==> src/rtl/ccff_chain_loader_if.sv <==
// rtl/ccff_chain_loader_if.sv - bitstream word stream and readback word stream for the chain loader
interface ccff_chain_loader_if #(
    parameter int WORD_W = 8
);
    logic              cfg_valid;
    logic              cfg_ready;
    logic [WORD_W-1:0] cfg_data;
    logic              cfg_last;
    logic              rd_valid;
    logic              rd_ready;
    logic [WORD_W-1:0] rd_data;

    // master is the configuration host, slave is the loader
    modport master (
        output cfg_valid, cfg_data, cfg_last, rd_ready,
        input  cfg_ready, rd_valid, rd_data
    );
    modport slave (
        input  cfg_valid, cfg_data, cfg_last, rd_ready,
        output cfg_ready, rd_valid, rd_data
    );
endinterface

==> src/rtl/ccff_chain_loader.sv <==
// rtl/ccff_chain_loader.sv - serializes bitstream words into the ccff chain and returns the old contents
module ccff_chain_loader #(
    parameter int CHAIN_LEN = 17,
    parameter int WORD_W    = 8
) (
    input  logic                prog_clk,
    input  logic                pReset,
    input  logic                start,
    ccff_chain_loader_if.slave  bus,
    output logic                ccff_head,
    input  logic                ccff_tail,
    output logic                prog_clk_en,
    output logic                busy,
    output logic                done,
    output logic                err
);
    localparam int NWORDS = (CHAIN_LEN + WORD_W - 1) / WORD_W;
    localparam int CNT_W  = $clog2(CHAIN_LEN + 1);
    localparam int BIT_W  = $clog2(WORD_W);
    localparam int WRD_W  = $clog2(NWORDS + 1);

    localparam logic [CNT_W-1:0] LAST_BIT  = CNT_W'(CHAIN_LEN - 1);
    localparam logic [BIT_W-1:0] WORD_TOP  = BIT_W'(WORD_W - 1);
    localparam logic [WRD_W-1:0] LAST_WORD = WRD_W'(NWORDS - 1);

    typedef enum logic [2:0] {
        S_IDLE,
        S_FETCH,
        S_SHIFT,
        S_DRAIN,
        S_DONE
    } state_t;

    state_t              r_state;
    logic [WORD_W-1:0]   r_shift;
    logic [WORD_W-1:0]   r_acc;
    logic [WORD_W-1:0]   r_rd_data;
    logic                r_rd_valid;
    logic [CNT_W-1:0]    r_bit_cnt;
    logic [BIT_W-1:0]    r_bit_idx;
    logic [WRD_W-1:0]    r_word_cnt;
    logic                r_err;

    logic                w_stall;
    logic                w_shift_en;
    logic                w_cfg_fire;
    logic                w_rd_fire;
    logic                w_word_end;
    logic                w_chain_end;
    logic                w_is_last_word;
    logic [WORD_W-1:0]   w_acc_next;

    // A pending readback word freezes the chain so no captured tail bit is lost
    assign w_stall        = r_rd_valid & ~bus.rd_ready;
    assign w_shift_en     = (r_state == S_SHIFT) & ~w_stall;
    assign w_cfg_fire     = (r_state == S_FETCH) & bus.cfg_valid;
    assign w_rd_fire      = r_rd_valid & bus.rd_ready;
    assign w_chain_end    = (r_bit_cnt == LAST_BIT);
    assign w_word_end     = (r_bit_idx == WORD_TOP) | w_chain_end;
    assign w_is_last_word = (r_word_cnt == LAST_WORD);

    always_comb begin
        w_acc_next            = r_acc;
        w_acc_next[r_bit_idx] = ccff_tail;
    end

    assign bus.cfg_ready = (r_state == S_FETCH);
    assign bus.rd_valid  = r_rd_valid;
    assign bus.rd_data   = r_rd_data;
    assign ccff_head     = (r_state == S_SHIFT) & r_shift[0];
    assign prog_clk_en   = w_shift_en;
    assign busy          = (r_state != S_IDLE);
    assign done          = (r_state == S_DONE);
    assign err           = r_err;

    always_ff @(posedge prog_clk) begin
        if (pReset) begin
            r_state    <= S_IDLE;
            r_shift    <= '0;
            r_acc      <= '0;
            r_rd_data  <= '0;
            r_rd_valid <= 1'b0;
            r_bit_cnt  <= '0;
            r_bit_idx  <= '0;
            r_word_cnt <= '0;
            r_err      <= 1'b0;
        end else begin
            if (w_rd_fire) begin
                r_rd_valid <= 1'b0;
            end

            case (r_state)
                S_IDLE: begin
                    if (start) begin
                        r_state    <= S_FETCH;
                        r_bit_cnt  <= '0;
                        r_bit_idx  <= '0;
                        r_word_cnt <= '0;
                        r_acc      <= '0;
                        r_err      <= 1'b0;
                    end
                end

                S_FETCH: begin
                    if (w_cfg_fire) begin
                        r_shift    <= bus.cfg_data;
                        r_word_cnt <= r_word_cnt + 1'b1;
                        if (bus.cfg_last != w_is_last_word) begin
                            r_err <= 1'b1;
                        end
                        r_state    <= S_SHIFT;
                    end
                end

                S_SHIFT: begin
                    if (w_shift_en) begin
                        r_shift   <= {1'b0, r_shift[WORD_W-1:1]};
                        r_bit_cnt <= r_bit_cnt + 1'b1;
                        if (w_word_end) begin
                            // bits beyond the chain end stay 0 because r_acc is cleared per word
                            r_rd_data  <= w_acc_next;
                            r_rd_valid <= 1'b1;
                            r_acc      <= '0;
                            r_bit_idx  <= '0;
                            r_state    <= w_chain_end ? S_DRAIN : S_FETCH;
                        end else begin
                            r_acc     <= w_acc_next;
                            r_bit_idx <= r_bit_idx + 1'b1;
                        end
                    end
                end

                S_DRAIN: begin
                    if (!r_rd_valid || bus.rd_ready) begin
                        r_state <= S_DONE;
                    end
                end

                S_DONE: begin
                    r_state <= S_IDLE;
                end

                default: begin
                    r_state <= S_IDLE;
                end
            endcase
        end
    end
endmodule

==> src/flat_wrapper.sv <==
// flat-port wrapper written by rule: the top's interface ports become plain ports
module ccff_chain_loader_flat 
#(
    parameter int CHAIN_LEN = 17,
    parameter int WORD_W    = 8
)
  (prog_clk, pReset, start, ccff_head, ccff_tail, prog_clk_en, busy, done, err, bus_cfg_valid, bus_cfg_data, bus_cfg_last, bus_rd_ready, bus_cfg_ready, bus_rd_valid, bus_rd_data);
  ccff_chain_loader_if #(.WORD_W(WORD_W)) bus_i ();
  input  logic prog_clk;
  input  logic pReset;
  input  logic start;
  output logic ccff_head;
  input  logic ccff_tail;
  output logic prog_clk_en;
  output logic busy;
  output logic done;
  output logic err;
  input wire logic [$bits(bus_i.cfg_valid)-1:0] bus_cfg_valid;
  input wire logic [$bits(bus_i.cfg_data)-1:0] bus_cfg_data;
  input wire logic [$bits(bus_i.cfg_last)-1:0] bus_cfg_last;
  input wire logic [$bits(bus_i.rd_ready)-1:0] bus_rd_ready;
  output wire logic [$bits(bus_i.cfg_ready)-1:0] bus_cfg_ready;
  output wire logic [$bits(bus_i.rd_valid)-1:0] bus_rd_valid;
  output wire logic [$bits(bus_i.rd_data)-1:0] bus_rd_data;
  assign bus_i.cfg_valid = bus_cfg_valid;
  assign bus_i.cfg_data = bus_cfg_data;
  assign bus_i.cfg_last = bus_cfg_last;
  assign bus_i.rd_ready = bus_rd_ready;
  assign bus_cfg_ready = bus_i.cfg_ready;
  assign bus_rd_valid = bus_i.rd_valid;
  assign bus_rd_data = bus_i.rd_data;
  ccff_chain_loader #(.CHAIN_LEN(CHAIN_LEN), .WORD_W(WORD_W)) u_core (.prog_clk(prog_clk), .pReset(pReset), .start(start), .bus(bus_i), .ccff_head(ccff_head), .ccff_tail(ccff_tail), .prog_clk_en(prog_clk_en), .busy(busy), .done(done), .err(err));
endmodule
==> config.mk <==
export PLATFORM = sky130hd
export DESIGN_NAME = ccff_chain_loader_flat
export DESIGN_NICKNAME = d
export VERILOG_FILES = /design/src/rtl/ccff_chain_loader_if.sv /design/src/rtl/ccff_chain_loader.sv /design/src/flat_wrapper.sv
export SDC_FILE = /design/constraint.sdc
export NUM_CORES = 1
export LEC_CHECK = 0
export ABC_CLOCK_PERIOD_IN_PS = 2200
export BUFFER_PORTS_ARGS = -buffer_cell sky130_fd_sc_hd__buf_4
export CAP_MARGIN = 25
export CELL_PAD_IN_SITES_DETAIL_PLACEMENT = 1
export CELL_PAD_IN_SITES_GLOBAL_PLACEMENT = 1
export CORE_ASPECT_RATIO = 1.1
export CORE_MARGIN = 2
export CORE_UTILIZATION = 42
export DETAILED_ROUTE_END_ITERATION = 10
export GPL_ROUTABILITY_DRIVEN = 0
export PLACE_DENSITY_LB_ADDON = 0.1
export SYNTH_ARGS = -nofsm -noshare
export SYNTH_HDL_FRONTEND = slang
export SYNTH_SLANG_ARGS = --single-unit
==> constraint.sdc <==
create_clock -name prog_clk -period 2.2 [get_ports prog_clk]
set_clock_uncertainty 0.1 [all_clocks]
set_input_delay 0.44 -clock prog_clk [delete_from_list [all_inputs] [get_ports prog_clk]]
set_output_delay 0.44 -clock prog_clk [all_outputs]
set_load 0.03 [all_outputs]
-- Word-level counts from Yosys, hierarchy flattened
Index checks and enable logic that the tools add are counted.
- add/subtract/negate cells: 3
- $mul: 0
- div/mod/pow operators: 0
- magnitude comparators: 2
- eq/ne operators: 14
- shift-type cells: 0
- muxes and demuxes: 35
- bitwise operators: 8
- reduce and logical (&&, ||, !) cells: 14
- operator list (kind ; number):
    8-bit two-way mux ; 5
    8-bit one-hot mux with 2 select lines ; 2
    3-bit two-way mux ; 8
    3-bit one-hot mux with 4 select lines ; 1
    3-bit AND reduction ; 4
    5-bit two-way mux ; 2
    5-bit one-hot mux with 2 select lines ; 1
    8-bit bitwise mux ; 1
    1-bit two-way mux ; 8
    2-bit by 1-bit inequality test with 1-bit output (second input constant) ; 4
    3-bit by 2-bit == test with 1-bit output (second input constant) ; 2
    3-bit == test (second input constant) ; 2
    2-bit two-way mux ; 3
    3-bit one-hot mux with 2 select lines ; 1
    2-bit nonzero test ; 3
    5-bit by 1-bit adder with 5-bit output (second input constant) ; 1
    1-bit bitwise AND ; 5
    5-bit == test (second input constant) ; 1
    5-bit AND reduction ; 1
    3-bit by 4-bit less-than comparator with 1-bit output (second input constant) ; 1
    2-bit inequality test (second input constant) ; 2
    2-bit one-hot mux with 2 select lines ; 1
    4-bit AND reduction ; 1
    3-bit by 1-bit adder with 3-bit output (second input constant) ; 1
    14 further kinds ; 15
- register bits after elaboration: 39
- bits in latches: 0
- RAM bits: 0
- memory bits (read-only): 0
- input bits: 15
- output and inout port bits: 15
- logic and storage cells: 85
- memories: 0

-- Depth between registers and ports, before layout
- word-level depth: 8
- gate-level depth with buffers: 7
- gate-level depth less buffers: 6

-- Worst setup path before layout
Ideal clock, no wire load.
- path type: reg-to-output
- start: register u_core.r_state[2]
- end: output done
- arrival time: 1.590 ns
- required time: 1.660 ns
- path slack: 0.070 ns
- cell stages (with the launch flop): 5
- path buffers: 2
- cell sequence: dfxtp_1 -> buf_2 -> clkinv_1 -> clkbuf_1 -> nor3_1
- word-level cells in the longest chain between the ends: 1
- ends and longest elaborated chain (element ; RTL line ; text):
    start, declared ; ccff_chain_loader.sv:34 ; state_t r_state;
    start signal, assigned ; ccff_chain_loader.sv:125 ; r_state <= w_chain_end ? S_DRAIN : S_FETCH;
    3-bit == test ; ccff_chain_loader.sv:73 ; assign done = (r_state == S_DONE);
    end, declared ; flat_wrapper.sv:16 ; output logic done;
Every way passes these cells.

-- Worst setup path after layout
- start: register u_core.r_state[2]
- end: output prog_clk_en
- word-level cells in the longest chain between the ends: 2
- ends and longest elaborated chain (element ; RTL line ; text):
    3-bit by 2-bit == test with 1-bit output ; ccff_chain_loader.sv:55 ; assign w_shift_en = (r_state == S_SHIFT) & ~w_stall;
    1-bit bitwise AND ; ccff_chain_loader.sv:55 ;
    end, declared ; flat_wrapper.sv:14 ; output logic prog_clk_en;
Every way passes these cells.

==> summary.txt <==
Final layout
  • Area Overhead vs Synth: 17.7%
  • Ant diodes: 0
  • Layout cell share with drive strength beyond 1: 25.1%
  • Post-route cell area: 2290 um2
  • Final core utilization: 52.3%
  • Cell Count, Final, Fillers Out: 293
  • NumNets Final: 259

Die
  • Area of the die: 5190 um2
  • Initial Util: 44.4%
  • I/O pin cnt: 30
  • Die Ht: 75.4 um
  • Die X: 68.9 um
  • Std cell rows: 25
  • Core Region: 4380 um2

Timing
  • Fin crit share: 94.7%
  • Hold Worst Slack: 0.345 ns
  • RSZ-0062 raised after global routing: no
  • Relative max-transition margin: 57.0%
  • Final worst setup slack: 0.117 ns
  • Final Hold Fails: 0
  • Achievable Freq: 480 MHz
  • Period minus WS final: 2.08 ns
  • Final setup violating endpoints: 0
  • TNS Setup: 0 ns
  • Worst-Margin Slew: 0.641 ns
  • Slew Viols, Final: 0

Synthesis
  • Sequential area share after synthesis: 40.2%
  • Main combinational cell family by area after synthesis: simple AND/OR/NAND/NOR gates
  • Mux share of post-synthesis cell area: 13.9%
  • Yosys warning count: 0
  • FF+latch count, synth: 39
  • Count leader, synth: dfxtp_1
  • EDFF count, synth: 0
  • Yosys top cell by area: dfxtp_1
  • Post-Syn Nets: 232
  • Top cells by count, synth: dfxtp_1, nor2_1, mux2i_1
  • Syn_area_per_cell: 9.17 um2
  • Dominant cells by area after synthesis: dfxtp_1, mux2i_1, nor2_1, mux2_2, a21oi_1
  • Synth top area share: 40.2%
  • Simple-gate area share of the yosys netlist: 20.3%
  • Post-Syn Area: 1940 um2
  • XOR/XNOR Fraction of Synth Area: 0.450%
  • Netlist cell types: 43
  • Top FF cell, synth: dfxtp_1
  • Compound-gate portion of the synthesized area: 15.8%
  • Area share of fa/ha/maj cells after synthesis: 3.22%
  • Mapped Cells: 212
  • Async SR Flop Fraction: 0%

Worst setup path
  • CP arrival: 1.54 ns
  • Critical Path Start Type: flip-flop
  • Element type at the critical path end: output port
  • Critical Path RT: 1.66 ns
  • Maximum net fanout on the critical path: 11
  • CP Class: flip-flop to output port

Detailed routing
  • DRC Markers: 0
  • Antenna-violating nets left: 0
  • Final wirelength: 4720 um
  • DR pass1 iterations: 4
  • DRT iter0 DRCs: 94
  • Routed len/inst: 16.1 um
  • Via/cell ratio: 5.58
  • Detailed-route via count: 1635

Clock tree
  • Clk_lat worst skew: 0.29 ns
  • Clock slew at reported path FFs: 0.08 ns
  • H-tree Lvls: 2
  • Cts hold-fix bufs: 0
  • Clk buf depth: 2
  • Root Buffer: clkbuf_8
  • CTS tree: built
  • TritonCTS Sinks: 39
  • Total CTS buffers: 5

Placement
  • Cells after DPL: 284
  • Dpl ws: 0.151 ns
  • Placed cell area: 2180 um2
  • Hpwl dp: 3360 um
  • Port bufs: 29

Power and ir drop
  • Seq pwr share: 51.9%
  • Internal power: 1.07 mW
  • Logic pwr share: 14.6%
  • Net Sw Frac: 26.3%
  • Clk pwr share: 33.6%
  • Pwr Density: 635 nW/um2
  • Pwr Total: 1.45 mW
  • LEAKAGE: 0.932 nW
  • Switching power of the nets: 0.382 mW
  • VDD IR max: 0.000367 V

Global routing
  • Pin count of the biggest net entering global routing: 37
  • First-pass GRT wire length: 7730 um
  • Tot GR Track Use: 20.4%
  • Vias in the first global route: 1631
  • GRT Residual Overflow: 0
  • Initial antenna violation count: 0

Outcome
  • Status: complete, no violations

Worst hold path
  • Worst hold path type: primary input to flip-flop

Flow run
  • # Max-Cap Violations: 0
==> power groups by stage <==
| stage | Combinational, mW | Clock (mW) | Sequential (mW) |
|---|---|---|---|
| 6_report | 0.212 | 0.488 | 0.754 |
| 5_1_grt | 0.233 | 0.546 | 0.758 |
| 4_1_cts | 0.215 | 0.507 | 0.752 |
| 3_5_place_dp | 0.209 | 0 | 0.768 |
| 3_3_place_gp | 0.200 | 0 | 0.766 |
| 2_1_floorplan | 0.149 | 0 | 0.759 |
==> cells by family (layout without fill, tap and decap cells) <==
| logic type | Yosys count | count (layout) |
|---|---|---|
| and+or+nand+nor | 70 | 70 |
| buffers and inverters | 25 | 52 |
| adders and majority gates | 5 | 5 |
| AOI/OAI and AO/OA | 46 | 46 |
| DFF | 39 | 39 |
| xor gates and xnor gates | 1 | 1 |
| muxes | 26 | 26 |
==> registers in the layout (all words and copies together), names as in the netlist <==
signal and cells:
u_core.bus.rd_data 8, u_core.r_state 3, u_core.r_shift 8, u_core.r_bit_idx 3
u_core.bus.rd_valid 1, u_core.r_bit_cnt 5, u_core.err 1, u_core.r_acc 8
u_core.r_word_cnt 2
==> layer usage <==
layer	track usage (%)	vias up	routed length (um)	part of all wire [%]
li1	-	808	-	-
met1	23.1	788	2060	44
met2	36.3	29	2380	50
met3	5.17	10	161	3.4
met4	8.28	0	120	2.5
met5	0	-	0	0
==> worst max-delay path, cell delays in order, from the launching register on <==
cell and delay, ns:
dfxtp_1 0.41, or3b_4 0.45, nor2_1 0.20, buf_4 0.20
==> cells in the final DEF (no fill, tap or decap), types with 2 or more instances in the layout <==
| cell type | count |
|---|---|
| a311oi_1 | 7 |
| o21ai_0 | 4 |
| a21oi_1 | 17 |
| nand2_1 | 8 |
| nor2_1 | 28 |
| dfxtp_1 | 38 |
| nor4_1 | 2 |
| nor3_1 | 2 |
| nand2b_1 | 3 |
| inv_1 | 7 |
| mux2i_1 | 18 |
| ha_1 | 5 |
| or3_1 | 5 |
| nand3b_1 | 5 |
| mux2_2 | 8 |
| nand4_1 | 2 |
| nor3b_1 | 4 |
| clkbuf_8 | 6 |
| a22oi_1 | 10 |
| buf_4 | 37 |
| o211ai_1 | 2 |
==> layout make-up <==
cell class              instances  area [um2]
clock buffers                   6        82.6
clock inverters                 1        5.00
fillers                       524        2090
inverters                       8        30.0
multi-input cells             148        1040
flip-flops and latches         39         782
well taps                      54        67.6
repair buffers                 37         278
==> repair_timing <==
item	4_1_cts	5_1_grt
buffers inserted	2	0
resized for setup	0	2
pin swaps	1	0
setup endpoints to repair	1	2
==> worst paths after layout <==
| kind | cells past startpoint | to | from | slack (ns) |
|---|---|---|---|---|
| worst max-delay path | 3 | prog_clk_en | u_core.r_state[2] | 0.12 |
| worst min-delay path | 3 | u_core.r_shift[7] | bus_cfg_data[7] | 0.35 |
| worst max register to register | 5 | u_core.r_acc[1] | u_core.r_bit_idx[0] | 0.16 |
| worst min register to register | 1 | u_core.err | u_core.err | 0.37 |
No activity file was read; power rests on OpenSTA's default activity.
